===== src/rtl/pipe_stage_ctrl_pkg.sv =====
// -----------------------------------------------------------------------------
// pipe_stage_ctrl_pkg
//   Shared definitions for the parametrised pipeline stage controller.
//   - stage_e        : symbolic names for the classic five-stage layout
//   - DEF_*          : default geometry used by the controller and its interface
//   - popcnt()       : occupancy popcount, sized for up to MAX_STAGES stages
// -----------------------------------------------------------------------------
package pipe_stage_ctrl_pkg;

  typedef enum logic [2:0] {
    ST_FETCH  = 3'd0,
    ST_DECODE = 3'd1,
    ST_EXEC   = 3'd2,
    ST_MEM    = 3'd3,
    ST_WB     = 3'd4
  } stage_e;

  localparam int DEF_N_STAGES    = 5;
  localparam int DEF_FLUSH_DEPTH = 2;
  localparam int DEF_CNT_W       = 16;

  // Upper bound on N_STAGES supported by popcnt().
  localparam int MAX_STAGES      = 32;

  function automatic int unsigned popcnt(input logic [MAX_STAGES-1:0] v);
    int unsigned n;
    n = 0;
    for (int i = 0; i < MAX_STAGES; i++) begin
      if (v[i]) n++;
    end
    return n;
  endfunction

endpackage


===== src/rtl/pipe_stage_ctrl_if.sv =====
// -----------------------------------------------------------------------------
// pipe_stage_ctrl_if
//   Handshake and status bundle between a pipeline issue/stage agent (master)
//   and pipe_stage_ctrl (slave).
//   master drives : valid, stage_done[N_STAGES], flush
//   slave drives  : ready, opr_en[N_STAGES], occ[N_STAGES], retire,
//                   inflight[$clog2(N_STAGES+1)], stall_cnt[CNT_W],
//                   retire_cnt[CNT_W]
// -----------------------------------------------------------------------------
interface pipe_stage_ctrl_if
  import pipe_stage_ctrl_pkg::*;
#(
  parameter int N_STAGES = DEF_N_STAGES,
  parameter int CNT_W    = DEF_CNT_W
);

  localparam int INF_W = $clog2(N_STAGES + 1);

  logic                valid;
  logic                ready;
  logic [N_STAGES-1:0] stage_done;
  logic                flush;
  logic [N_STAGES-1:0] opr_en;
  logic [N_STAGES-1:0] occ;
  logic                retire;
  logic [INF_W-1:0]    inflight;
  logic [CNT_W-1:0]    stall_cnt;
  logic [CNT_W-1:0]    retire_cnt;

  modport master (
    output valid,
    output stage_done,
    output flush,
    input  ready,
    input  opr_en,
    input  occ,
    input  retire,
    input  inflight,
    input  stall_cnt,
    input  retire_cnt
  );

  modport slave (
    input  valid,
    input  stage_done,
    input  flush,
    output ready,
    output opr_en,
    output occ,
    output retire,
    output inflight,
    output stall_cnt,
    output retire_cnt
  );

endinterface


===== src/rtl/pipe_stage_ctrl_sat_cnt.sv =====
// -----------------------------------------------------------------------------
// pipe_sat_cnt
//   Saturating up-counter used for the optional performance counters.
//   Only compiled when PIPE_CTRL_PERF_EN is defined, so a default build
//   carries no counter logic at all.
//   clk   in  clock, rising edge
//   reset in  synchronous, active-high; clears the count
//   inc   in  add one this cycle (ignored once at all-ones)
//   cnt   out current count, holds at 2**CNT_W-1
// -----------------------------------------------------------------------------
`ifdef PIPE_CTRL_PERF_EN
module pipe_sat_cnt #(
  parameter int CNT_W = 16
) (
  input  logic             clk,
  input  logic             reset,
  input  logic             inc,
  output logic [CNT_W-1:0] cnt
);

  always_ff @(posedge clk) begin
    if (reset) begin
      cnt <= '0;
    end else if (inc && (cnt != {CNT_W{1'b1}})) begin
      cnt <= cnt + CNT_W'(1);
    end
  end

endmodule
`endif


===== src/rtl/pipe_stage_ctrl.sv =====
// -----------------------------------------------------------------------------
// pipe_stage_ctrl
//   Token tracker for an N_STAGES-deep in-order pipeline. One token per stage;
//   a stage hands its token on when its stage_done is high and the next stage
//   is empty or itself emptying in the same cycle. A one-cycle opr_en pulse
//   marks each token entering a stage. flush kills stages 0..FLUSH_DEPTH-1
//   along with anything that would have entered stage FLUSH_DEPTH from them.
//
//   Parameters: N_STAGES (>=2, <=32), FLUSH_DEPTH (1..N_STAGES-1), CNT_W.
//   Ports:
//     clk    in  clock, rising edge
//     reset  in  synchronous, active-high; drops every token
//     bus    slave modport of pipe_stage_ctrl_if
//            valid/ready issue handshake into stage 0 (ready is comb)
//            stage_done per-stage completion, only meaningful while occupied
//            flush      front-end kill
//            opr_en/occ/inflight registered; retire comb
//            stall_cnt/retire_cnt saturating performance counters
//
//   Build option: PIPE_CTRL_PERF_EN enables stall_cnt/retire_cnt; without it
//   both read as zero and no counter registers exist. Ports are identical.
// -----------------------------------------------------------------------------
module pipe_stage_ctrl
  import pipe_stage_ctrl_pkg::*;
#(
  parameter int N_STAGES    = DEF_N_STAGES,
  parameter int FLUSH_DEPTH = DEF_FLUSH_DEPTH,
  parameter int CNT_W       = DEF_CNT_W
) (
  input  logic             clk,
  input  logic             reset,
  pipe_stage_ctrl_if.slave bus
);

  localparam int INF_W = $clog2(N_STAGES + 1);

  logic [N_STAGES-1:0] occ_q;
  logic [N_STAGES-1:0] opr_en_q;
  logic [INF_W-1:0]    inflight_q;

  logic [N_STAGES-1:0] adv;
  logic [N_STAGES-1:0] entry;
  logic [N_STAGES-1:0] occ_d;
  logic                ready;
  logic                accept;

  // Advance chain, built from the writeback end toward fetch: a stage can only
  // move if the stage ahead is empty or moving out in the same cycle. Each
  // link is its own net so the chain is a plain combinational ripple.
  for (genvar j = 0; j < N_STAGES; j++) begin : g_adv
    localparam int I = N_STAGES - 1 - j;
    logic adv_i;
    if (j == 0) begin : g_tail
      assign adv_i = occ_q[I] & bus.stage_done[I];
    end else begin : g_link
      assign adv_i = occ_q[I] & bus.stage_done[I] &
                     (~occ_q[I+1] | g_adv[j-1].adv_i);
    end
    assign adv[I] = adv_i;
  end

  assign ready  = ~occ_q[0] | adv[0];
  assign accept = bus.valid & ready & ~bus.flush;

  // Entries into flushed stages, and into the first surviving stage from a
  // flushed one, are suppressed so neither occ nor opr_en sees a dead token.
  for (genvar i = 0; i < N_STAGES; i++) begin : g_next
    if (i == 0) begin : g_issue
      assign entry[i] = accept;
    end else if (i <= FLUSH_DEPTH) begin : g_front
      assign entry[i] = adv[i-1] & ~bus.flush;
    end else begin : g_back
      assign entry[i] = adv[i-1];
    end

    if (i < FLUSH_DEPTH) begin : g_kill
      assign occ_d[i] = ~bus.flush & ((occ_q[i] & ~adv[i]) | entry[i]);
    end else begin : g_keep
      assign occ_d[i] = (occ_q[i] & ~adv[i]) | entry[i];
    end
  end

  always_ff @(posedge clk) begin
    if (reset) begin
      occ_q      <= '0;
      opr_en_q   <= '0;
      inflight_q <= '0;
    end else begin
      occ_q      <= occ_d;
      opr_en_q   <= entry;
      inflight_q <= INF_W'(popcnt(MAX_STAGES'(occ_d)));
    end
  end

  assign bus.ready    = ready;
  assign bus.retire   = adv[N_STAGES-1];
  assign bus.occ      = occ_q;
  assign bus.opr_en   = opr_en_q;
  assign bus.inflight = inflight_q;

`ifdef PIPE_CTRL_PERF_EN
  logic [CNT_W-1:0] stall_cnt;
  logic [CNT_W-1:0] retire_cnt;

  pipe_sat_cnt #(.CNT_W(CNT_W)) u_stall_cnt (
    .clk   (clk),
    .reset (reset),
    .inc   (bus.valid & ~ready),
    .cnt   (stall_cnt)
  );

  pipe_sat_cnt #(.CNT_W(CNT_W)) u_retire_cnt (
    .clk   (clk),
    .reset (reset),
    .inc   (adv[N_STAGES-1]),
    .cnt   (retire_cnt)
  );

  assign bus.stall_cnt  = stall_cnt;
  assign bus.retire_cnt = retire_cnt;
`else
  assign bus.stall_cnt  = '0;
  assign bus.retire_cnt = '0;
`endif

endmodule


===== src/flat_wrapper.sv =====
// flat-port wrapper written by rule: the top's interface ports become plain ports
module pipe_stage_ctrl_flat import pipe_stage_ctrl_pkg::*;
#(
  parameter int N_STAGES    = DEF_N_STAGES,
  parameter int FLUSH_DEPTH = DEF_FLUSH_DEPTH,
  parameter int CNT_W       = DEF_CNT_W
)
  (clk, reset, bus_valid, bus_stage_done, bus_flush, bus_ready, bus_opr_en, bus_occ, bus_retire, bus_inflight, bus_stall_cnt, bus_retire_cnt);
  pipe_stage_ctrl_if #(.N_STAGES(N_STAGES), .CNT_W(CNT_W)) bus_i ();
  input  logic clk;
  input  logic reset;
  input wire logic [$bits(bus_i.valid)-1:0] bus_valid;
  input wire logic [$bits(bus_i.stage_done)-1:0] bus_stage_done;
  input wire logic [$bits(bus_i.flush)-1:0] bus_flush;
  output wire logic [$bits(bus_i.ready)-1:0] bus_ready;
  output wire logic [$bits(bus_i.opr_en)-1:0] bus_opr_en;
  output wire logic [$bits(bus_i.occ)-1:0] bus_occ;
  output wire logic [$bits(bus_i.retire)-1:0] bus_retire;
  output wire logic [$bits(bus_i.inflight)-1:0] bus_inflight;
  output wire logic [$bits(bus_i.stall_cnt)-1:0] bus_stall_cnt;
  output wire logic [$bits(bus_i.retire_cnt)-1:0] bus_retire_cnt;
  assign bus_i.valid = bus_valid;
  assign bus_i.stage_done = bus_stage_done;
  assign bus_i.flush = bus_flush;
  assign bus_ready = bus_i.ready;
  assign bus_opr_en = bus_i.opr_en;
  assign bus_occ = bus_i.occ;
  assign bus_retire = bus_i.retire;
  assign bus_inflight = bus_i.inflight;
  assign bus_stall_cnt = bus_i.stall_cnt;
  assign bus_retire_cnt = bus_i.retire_cnt;
  pipe_stage_ctrl #(.N_STAGES(N_STAGES), .FLUSH_DEPTH(FLUSH_DEPTH), .CNT_W(CNT_W)) u_core (.clk(clk), .reset(reset), .bus(bus_i));
endmodule

===== config.mk =====
export PLATFORM = sky130hd
export DESIGN_NAME = pipe_stage_ctrl_flat
export DESIGN_NICKNAME = d
export VERILOG_FILES = /design/src/rtl/pipe_stage_ctrl_pkg.sv /design/src/rtl/pipe_stage_ctrl_if.sv /design/src/rtl/pipe_stage_ctrl_sat_cnt.sv /design/src/rtl/pipe_stage_ctrl.sv /design/src/flat_wrapper.sv
export SDC_FILE = /design/constraint.sdc
export NUM_CORES = 1
export LEC_CHECK = 0
export CORE_ASPECT_RATIO = 1.25
export CORE_MARGIN = 2
export CORE_UTILIZATION = 55
export CTS_CLUSTER_SIZE = 28
export DETAILED_ROUTE_END_ITERATION = 7
export DONT_BUFFER_PORTS = 1
export HOLD_SLACK_MARGIN = 0.06
export PLACE_DENSITY_LB_ADDON = 0.15
export RECOVER_POWER = 50
export REMOVE_ABC_BUFFERS = 1
export SETUP_SLACK_MARGIN = 0.02
export SYNTH_ARGS = -nofsm -noshare
export SYNTH_HDL_FRONTEND = slang
export SYNTH_HIERARCHICAL = 1
export SYNTH_SLANG_ARGS = --single-unit
export TNS_END_PERCENT = 1

===== constraint.sdc =====
create_clock -name clk -period 5.38 [get_ports clk]
set_input_delay 1.076 -clock clk [delete_from_list [all_inputs] [get_ports clk]]
set_output_delay 1.076 -clock clk [all_outputs]
set_load 0.02 [all_outputs]

==> Word-level counts from Yosys, hierarchy flattened <==
Index checks and enable logic that the tools add are counted.
{ "word_totals": {"reg_bits": 13, "inputBits": 9, "out_inout_bits": 47, "wordCells": 57} }
{ "classes": {"n_addsub": 4, "n_mux": 9, "n_bitwise": 41} }
{ "op_table": {"columns": ["op", "count"], "rows": [
  ["$mux W3", 8],
  ["$and A1 B1 Y1", 20],
  ["$add A3 B1 Y3 const B", 4],
  ["$not A1 Y1", 11],
  ["$or A1 B1 Y1", 10],
  ["$mux W1", 1]
]} }

==> Logic depth before layout (Yosys ltp) <==
Gate-level depths: netlist of run 1.
{ "depth": {"word_depth": 27, "depth_mapped": 16, "mapped_depth_nobuf": 16} }

==> Worst setup path before layout of run 1 <==
No wires, ideal clock.
{ "synth_path": {"path_type": "input port to flip-flop", "start": "input port bus_stage_done[3]", "end": "register u_core.inflight_q[2], in the netlist u_core/bus.inflight[2]", "setup_time_ns": 0.128, "arrival_ns": 4.395, "t_required_ns": 5.252, "slack_ns": 0.857, "stages": 15, "path_buffers": 0, "path_cell_list": "nand2_1 > o211ai_1 > a21oi_1 > o21ai_0 > a21oi_1 > ha_1 > or3_4 > and2_2 > ha_1 > nand2_1 > nand2_1 > ha_1 > nand2_1 > xor3_1 > nor2b_1"} }
{ "synth_between": {"elab_chain_cells": 26, "elab_cells_between_ends": 41, "classes_between": "add/sub: 4; mux: 9; bitwise: 28"} }
{ "synth_lines": {"columns": ["element", "line_no", "rtl"], "rows": [
  ["from (decl)", "flat_wrapper.sv:13", "input wire logic [$bits(bus_i.stage_done)-1:0] bus_stage_done;"],
  ["$and A1 B1 Y1 * (2 in series)", "pipe_stage_ctrl.sv:56", "assign adv_i = occ_q[I] & bus.stage_done[I] &"],
  ["$or A1 B1 Y1 *", "pipe_stage_ctrl.sv:57", "(~occ_q[I+1] | g_adv[j-1].adv_i);"],
  ["$and A1 B1 Y1 *", "pipe_stage_ctrl.sv:56", null],
  ["$or A1 B1 Y1 *", "pipe_stage_ctrl.sv:57", null],
  ["$and A1 B1 Y1 *", "pipe_stage_ctrl.sv:56", null],
  ["$or A1 B1 Y1 *", "pipe_stage_ctrl.sv:57", null],
  ["$and A1 B1 Y1 *", "pipe_stage_ctrl.sv:56", null],
  ["$or A1 B1 Y1 *", "pipe_stage_ctrl.sv:62", "assign ready = ~occ_q[0] | adv[0];"],
  ["net bus_ready", "flat_wrapper.sv:15", "output wire logic [$bits(bus_i.ready)-1:0] bus_ready;"],
  ["[... 9 more ...]", null, null],
  ["$add A3 B1 Y3", "pipe_stage_ctrl_pkg.sv:29", "if (v[i]) n++;"],
  ["$mux W3 *", "pipe_stage_ctrl_pkg.sv:29", null],
  ["$mux W3 *", "pipe_stage_ctrl.sv:84", "if (reset) begin"],
  ["$add A3 B1 Y3", "pipe_stage_ctrl_pkg.sv:29", null],
  ["$mux W3 *", "pipe_stage_ctrl_pkg.sv:29", null],
  ["$mux W3 *", "pipe_stage_ctrl.sv:84", null],
  ["$add A3 B1 Y3", "pipe_stage_ctrl_pkg.sv:29", null],
  ["$mux W3 *", "pipe_stage_ctrl_pkg.sv:29", null],
  ["to (signal assigned)", "pipe_stage_ctrl.sv:91", "inflight_q <= INF_W'(popcnt(MAX_STAGES'(occ_d)));"],
  ["to (decl)", "pipe_stage_ctrl.sv:39", "logic [INF_W-1:0] inflight_q;"]
]} }
Mark *: on every way through the listed nets, which the timed path passes. The rest lies on a longest branch. The select of a mux whose other input is x is not followed.
A chain may end at the register's enable or synchronous reset.

==> Worst setup path in the final report of run 1 <==
{ "layout_path": {"start": "input port bus_stage_done[4]", "end": "register u_core.inflight_q[2], in the netlist u_core/bus.inflight[2]"} }
{ "layout_between": {"elab_chain_cells": 27, "elab_cells_between_ends": 44, "classes_between": "add/sub: 4; mux: 9; bitwise: 31"} }
{ "layout_lines": {"columns": ["element", "line_no", "rtl"], "rows": [
  ["$and A1 B1 Y1 *", "pipe_stage_ctrl.sv:54", "assign adv_i = occ_q[I] & bus.stage_done[I];"],
  ["$or A1 B1 Y1", "pipe_stage_ctrl.sv:57", null],
  ["$and A1 B1 Y1", "pipe_stage_ctrl.sv:56", null],
  ["$or A1 B1 Y1", "pipe_stage_ctrl.sv:57", null],
  ["$and A1 B1 Y1", "pipe_stage_ctrl.sv:56", null],
  ["$or A1 B1 Y1", "pipe_stage_ctrl.sv:57", null],
  ["$and A1 B1 Y1", "pipe_stage_ctrl.sv:56", null],
  ["$or A1 B1 Y1", "pipe_stage_ctrl.sv:57", null],
  ["[... 11 more ...]", null, null],
  ["$add A3 B1 Y3", "pipe_stage_ctrl_pkg.sv:29", null],
  ["$mux W3", "pipe_stage_ctrl_pkg.sv:29", null],
  ["$mux W3", "pipe_stage_ctrl.sv:84", null],
  ["$add A3 B1 Y3", "pipe_stage_ctrl_pkg.sv:29", null],
  ["$mux W3", "pipe_stage_ctrl_pkg.sv:29", null],
  ["$mux W3", "pipe_stage_ctrl.sv:84", null],
  ["$add A3 B1 Y3", "pipe_stage_ctrl_pkg.sv:29", null],
  ["$mux W3 *", "pipe_stage_ctrl_pkg.sv:29", null]
]} }
Every way passes the cells marked *; elsewhere a longest branch is shown, timed or not. The select of a mux whose other input is x is not followed.

==> metrics.md, run 1 <==
| Metric | Value |
|---|---|
| Crit Path Max Fanout | `5` |
| Post-CTS Hold Buffers | `0` |
| Post-cts resize count | `0` |
| Sequential share of the synthesized area | `27.44%` |
| Cell variety after synth | `36` |
| Final WL | `1560 um` |
| Total gr overflow | `0` |
| Final Hold Violating Endpoints | `0` |
| Critical path class | `in -> reg` |
| Ports | `56` |
| R2R cell count | `16` |
| Static leakage | `0.4256 nW` |
| FMAX | `238.0 MHz` |
| Max Root-Sink Buffers | `2` |
| RD Place Congestion | `0.7704` |
| Critical Path RT | `5550 ps` |
| TritonCTS clock tree | `built` |
| Slack of the worst reg-to-reg path | `1420 ps` |
| Relative slew slack | `55.90%` |
| Die ar. | `2074 um2` |
| Reg clk slew, reported paths | `70 ps` |
| Worst hold path endpoint | `u_core/bus.opr_en[1]$_SDFF_PP0_` |
| Final HPWL DP | `1257 um` |
| DRT antenna net count | `0` |
| P_int | `0.1314 mW` |
| Fillcell total | `169` |
| Area grow syn2layout | `-8.707%` |
| Syn avg cell area | `8.247 um2` |
| Vias in the first global route | `602` |
| Ratio of cells with drive above 1 in the final layout | `8.475%` |
| Worst setup EP type | `flip-flop` |
| Clock skew | `7.430 ps` |
| Final instance area | `865.8 um2` |
| Vias post-DR | `661` |
| Antenna cells | `0` |
| Post-place instance area | `850.8 um2` |
| Worst vdd rail ir drop | `0.0001608 V` |
| Die width | `41.14 um` |
| PD cells | `218.9 nW/um2` |
| Root Buffer | `clkbuf_4` |
| Slew Limit Fails | `0` |
| Part of the power in registers | `52.9%` |
| Htree depth | `1` |
| Logic pwr share | `16.1%` |
| GR Util All Layers | `15.85%` |
| Initial antenna violation count | `0` |
| Drt wl/cell | `11.47 um` |
| Clock sinks | `13` |
| Arr. time, crit path | `4370 ps` |
| Leading area contributor after synthesis | `dfxtp_1` |
| R2r endpoint | `u_core/bus.inflight[2]$_SDFF_PP0_` |
| Number of CTS-inserted buffers | `3` |
| Max-Cap Viols | `0` |
| Initial Util | `59.22%` |
| WHS | `602.6 ps` |
| Crit path launch type | `input port` |
| Cells after Synth | `115` |
| Crit share post-route | `78.09%` |
| Die Span Y | `50.43 um` |
| Yosys reg bits | `13` |
| Worst-Margin Slew | `644.8 ps` |
| First-pass GRT wire length | `2263 um` |
| Top-area cell type share of the netlist area | `27.44%` |
| Status | `complete, no violations` |
| # DRC | `0` |
| Total Power | `0.1895 mW` |
| Hold Path Depth | `2` |
| Post-Syn Area | `948.4 um2` |
| Hold crit path type | `reg -> reg` |
| Synth top area cells | `dfxtp_1 (27%), buf_4 (25%), nor2_1 (4.4%)` |
| Sw Share | `30.65%` |
| Worst-Skew Late Latency | `270 ps` |
| PortBufs | `0` |
| Minimum clock period | `4201 ps` |
| Clock share of power | `31.0%` |
| Hold path start | `u_core/bus.occ[0]$_SDFF_PP0_` |
| Critical R2R Launch | `u_core/bus.occ[4]$_SDFF_PP0_` |
| Synth warnings | `6` |
| DR vias/cell | `4.860` |
| First DRT Iteration DRCs | `6` |
| RSZ-0062 raised after global routing | `no` |
| Core area | `1602 um2` |
| Largest net degree at the start of global routing | `13` |
| Fin Setup TNS | `0 ps` |
| Drt first pass iters | `4` |
| Nets | `131` |
| Rows | `16` |
| Sw Pwr | `0.05809 mW` |
| Post-CTS setup buffer count | `0` |
| Setup violators final | `0` |
critical path: stages:
cell	delay, ps
nor2b_1	230
o211ai_1	250
a21oi_1	290
o21ai_0	140
a21oi_1	180
ha_1	200
nor2_1	50
a2111oi_0	600
or3_1	210
ha_1	230
nand2_1	80
nand2_1	60
ha_1	210
nand2_1	50
xor3_1	380
nor2b_1	130
cell families after synthesis:
| group | share of synthesized area (%) |
|---|---|
| simple gates | 22.03 |
| xor+xnor | 3.430 |
| buf+inv | 26.91 |
| fa+ha+maj | 3.958 |
| compound gates | 15.83 |
| flops | 27.44 |
| other cells | 0.3954 |
power groups by stage:
stage / combinational, mW / clock (mW) / sequential [mW]
after floorplan: 0.0282 / 0 / 0.102
after global placement: 0.0296 / 0 / 0.103
after detailed placement: 0.0299 / 0 / 0.103
after CTS: 0.0300 / 0.0622 / 0.100
after global routing: 0.0334 / 0.0656 / 0.101
final: 0.0306 / 0.0587 / 0.100
per-stage QoR:
step | setup slack [ps] | cells | util (%)
final | 1179 | 136 | 54.06
after global routing | 983.6 | 136 | 54.06
after CTS | 1397 | 136 | 54.77
after detailed placement | 1123 | 132 | 53.13
after global placement | 1153 | 132 | 53.13
after floorplan | 871.3 | 113 | -
metal layers:
layer / vias up / share of wire (%) / global-route usage, %
met5: - / 0 / 0
met4: 0 / 0.51 / 6.452
met2: 29 / 51 / 25.78
met1: 295 / 40 / 18.23
met3: 2 / 8.3 / 4.867
li1: 335 / - / -
cells in the mapped netlist, drive strengths merged:
cell type / count
buf: 32
a21oi: 6
nand4: 2
nand2: 10
nor3: 4
a21boi: 2
xnor2: 1
o21ai: 3
nor2: 11
or2: 1
a211oi: 1
and2: 3
o311a: 1
nor2b: 2
o211ai: 1
o31ai: 1
a2111o: 1
o211a: 1
a311oi: 1
nand2b: 2
and3: 1
conb: 1
inv: 3
xor3: 1
a2111oi: 1
or2b: 1
o2111ai: 1
dfxtp: 13
or3: 2
ha: 3
nand3: 1
clkbuf: 1
cell type report:
| class | instances | area [um2] | area share (%) |
|---|---|---|---|
| Sequential cell | 13 | 260.3 | 30.06 |
| Inverter | 3 | 11.26 | 1.301 |
| Clock buffer | 4 | 26.28 | 3.035 |
| Multi-Input combinational cell | 97 | 538.0 | 62.14 |
| Timing Repair Buffer | 1 | 7.507 | 0.8671 |
| Tap cell | 18 | 22.52 | 2.601 |
worst max path at each step:
stage | startpoint | end | slack, ps | cells after the start
floorplan | bus_stage_done[3] | u_core/bus.inflight[2]$_SDFF_PP0_ | 870 | 15
CTS | bus_stage_done[3] | u_core/bus.inflight[2]$_SDFF_PP0_ | 1400 | 15
finish | bus_stage_done[4] | u_core/bus.inflight[2]$_SDFF_PP0_ | 1180 | 16
global placement | bus_stage_done[4] | u_core/bus.inflight[2]$_SDFF_PP0_ | 1150 | 15
detailed placement | bus_stage_done[3] | u_core/bus.inflight[2]$_SDFF_PP0_ | 1120 | 15
global route | bus_stage_done[4] | u_core/bus.inflight[2]$_SDFF_PP0_ | 980 | 16
layout by cell type, fill, tap and decap left out, types with 2 or more instances in the layout:
master / instances
conb_1: 32
nor2_1: 11
and2_2: 2
clkbuf_4: 3
nor3_1: 4
nand4_1: 2
a21boi_0: 2
nand2_1: 10
a21oi_1: 6
o21ai_0: 3
dfxtp_1: 13
nor2b_1: 2
inv_1: 3
ha_1: 3
nand2b_1: 2
registers in the layout, indices dropped and copies added, names as in the netlist:
name / count
u_core/bus.inflight: 3
u_core/bus.opr_en: 5
u_core/bus.occ: 5
No activity file was read; power rests on OpenSTA's default activity.
==> inputs of run 2 (changes only) <==
- clock period: 5.38 -> 3.5 ns (I/O delays scaled with it)
==> metrics.md, run 2 (synthesized netlist as in run 1, its figures left out) <==
| Metric | Value |
|---|---|
| # DRC | `0` |
| Part of the power in registers | `51.1%` |
| Slew Limit Fails | `0` |
| Antenna cells | `0` |
| Static leakage | `0.4820 nW` |
| DR vias/cell | `4.987` |
| Root Buffer | `clkbuf_4` |
| Critical Path RT | `3680 ps` |
| Crit Path Max Fanout | `3` |
| Met3 usage | `3.540%` |
| P_int | `0.2066 mW` |
| Ports | `56` |
| Critical Path, Cell by Cell | `nor2b_1, o211ai_1, a21oi_2, o21ai_2, a21oi_2, ha_1, or3_4, and2_4, ha_1, nand2_1, nand2_1, ha_1, nand2_1, xor3_1, nor2b_1` |
| Final HPWL DP | `1373 um` |
| Rows | `16` |
| Vias in the first global route | `676` |
| Fin Setup TNS | `0 ps` |
| Die Span Y | `50.43 um` |
| Sw Pwr | `0.09454 mW` |
| Number of CTS-inserted buffers | `3` |
| Ratio of cells with drive above 1 in the final layout | `19.08%` |
| Setup violators final | `0` |
| PortBufs | `0` |
| Drt first pass iters | `3` |
| Crit share post-route | `94.24%` |
| CP max stage cell | `or3_4` |
| DRT antenna net count | `0` |
| Clock share of power | `31.1%` |
| Non-filler instance count after layout | `149` |
| Crit path launch type | `input port` |
| Die ar. | `2074 um2` |
| Worst-Skew Late Latency | `270 ps` |
| Met2 Use GR | `28.91%` |
| Core area | `1602 um2` |
| Htree depth | `1` |
| Sw Share | `31.39%` |
| Slack of the worst reg-to-reg path | `250 ps` |
| Max Root-Sink Buffers | `2` |
| Clock skew | `1.577 ps` |
| Clock sinks | `13` |
| Logic pwr share | `17.8%` |
| Post-CTS Hold Buffers | `0` |
| FMAX | `303.2 MHz` |
| Buf+Inv Stages, Crit Path | `0` |
| GR Util All Layers | `18.65%` |
| Worst setup EP type | `flip-flop` |
| Setup crit start | `bus_stage_done[4]` |
| TritonCTS clock tree | `built` |
| Initial antenna violation count | `0` |
| Final WL | `1725 um` |
| Critical R2R Launch | `u_core/bus.occ[4]$_SDFF_PP0_` |
| Number of placed instances with taps included | `144` |
| RSZ-0062 raised after global routing | `no` |
| Hold path start | `reset` |
| Most frequent cells in the layout | `conb_1 (32), dfxtp_1 (13), buf_4 (11), nor2_1 (11), nand2_1 (10)` |
| Vias post-DR | `743` |
| Total gr overflow | `0` |
| Slowest stage delay, CP | `380 ps` |
| Die width | `41.14 um` |
| First-pass GRT wire length | `2663 um` |
| Drt wl/cell | `11.58 um` |
| Largest net degree at the start of global routing | `13` |
| Reg clk slew, reported paths | `80 ps` |
| PD cells | `309.0 nW/um2` |
| Minimum clock period | `3298 ps` |
| Fillcell total | `157` |
| Initial Util | `59.22%` |
| Area grow syn2layout | `2.770%` |
| Gr busiest metal | `met2` |
| Status | `complete, no violations` |
| RD Place Congestion | `0.7712` |
| Most common cell after layout, fill and taps aside | `conb_1` |
| Met1 Track Usage GR | `22.44%` |
| Hold crit path type | `in -> reg` |
| Final Hold Violating Endpoints | `0` |
| Family with the most delay on the worst path | `simple AND/OR/NAND/NOR gates` |
| First DRT Iteration DRCs | `10` |
| Arr. time, crit path | `3470 ps` |
| Nets | `144` |
| Max-Cap Viols | `0` |
| Worst vdd rail ir drop | `0.0002294 V` |
| Critical path class | `in -> reg` |
run 2: changes by cell type in the layout (fill, tap and decap cells not counted), moves of 3 or more:
cell and change:
clkbuf_1 +3, buf_4 +10, a21oi_1 -3, a21oi_2 +3
run 2: repair_timing:
action                     CTS  global route
gates resized for setup      0             8
setup endpoints to repair    0             2
setup buffers                0             1
run 2: area by class of cell:
| class | count | area [um2] | area share [%] |
|---|---|---|---|
| clock buffer | 4 | 26.28 | 2.696 |
| inverter | 3 | 11.26 | 1.155 |
| sequential | 13 | 260.3 | 26.70 |
| timing repair buffer | 14 | 93.84 | 9.628 |
| multi-input combinational | 97 | 560.5 | 57.51 |
| tap | 18 | 22.52 | 2.311 |
run 2: final timing paths:
| kind | to | cells past startpoint |
|---|---|---|
| worst max-delay path | u_core/bus.inflight[2]$_SDFF_PP0_ | 15 |
| worst min-delay path | u_core/bus.occ[2]$_SDFF_PP0_ | 1 |
| worst max register to register | u_core/bus.inflight[2]$_SDFF_PP0_ | 15 |
| worst min register to register | u_core/bus.opr_en[1]$_SDFF_PP0_ | 2 |
run 2: metrics by stage:
stage / hold WS [ps] / power, mW / area [um2] / setup slack [ps] / util, %
CTS: 470.6 / 0.3026 / 967.2 / 59.28 / 60.39
finish: 482.6 / 0.3012 / 974.7 / 201.7 / 60.86
global placement: 605.2 / 0.2071 / 940.9 / -172.8 / 58.75
global route: 468.8 / 0.3175 / 974.7 / 32.09 / 60.86
floorplan: 563.1 / 0.2006 / 820.8 / -632.7 / -
detailed placement: 601.6 / 0.2078 / 940.9 / -218.0 / 58.75
run 2: routing by layer:
layer | up-vias | wire length, um
met5 | - | 0
met4 | 0 | 49
met3 | 6 | 120
met2 | 29 | 915
met1 | 347 | 639
li1 | 361 | -
run 2: power by group through the flow:
stage / Sequential (mW) / Clock, mW / Combinational [mW]
2_1_floorplan: 0.157 / 0 / 0.0433
3_3_place_gp: 0.157 / 0 / 0.0498
3_5_place_dp: 0.157 / 0 / 0.0505
4_1_cts: 0.154 / 0.0983 / 0.0505
5_1_grt: 0.155 / 0.104 / 0.0585
6_report: 0.154 / 0.0935 / 0.0536
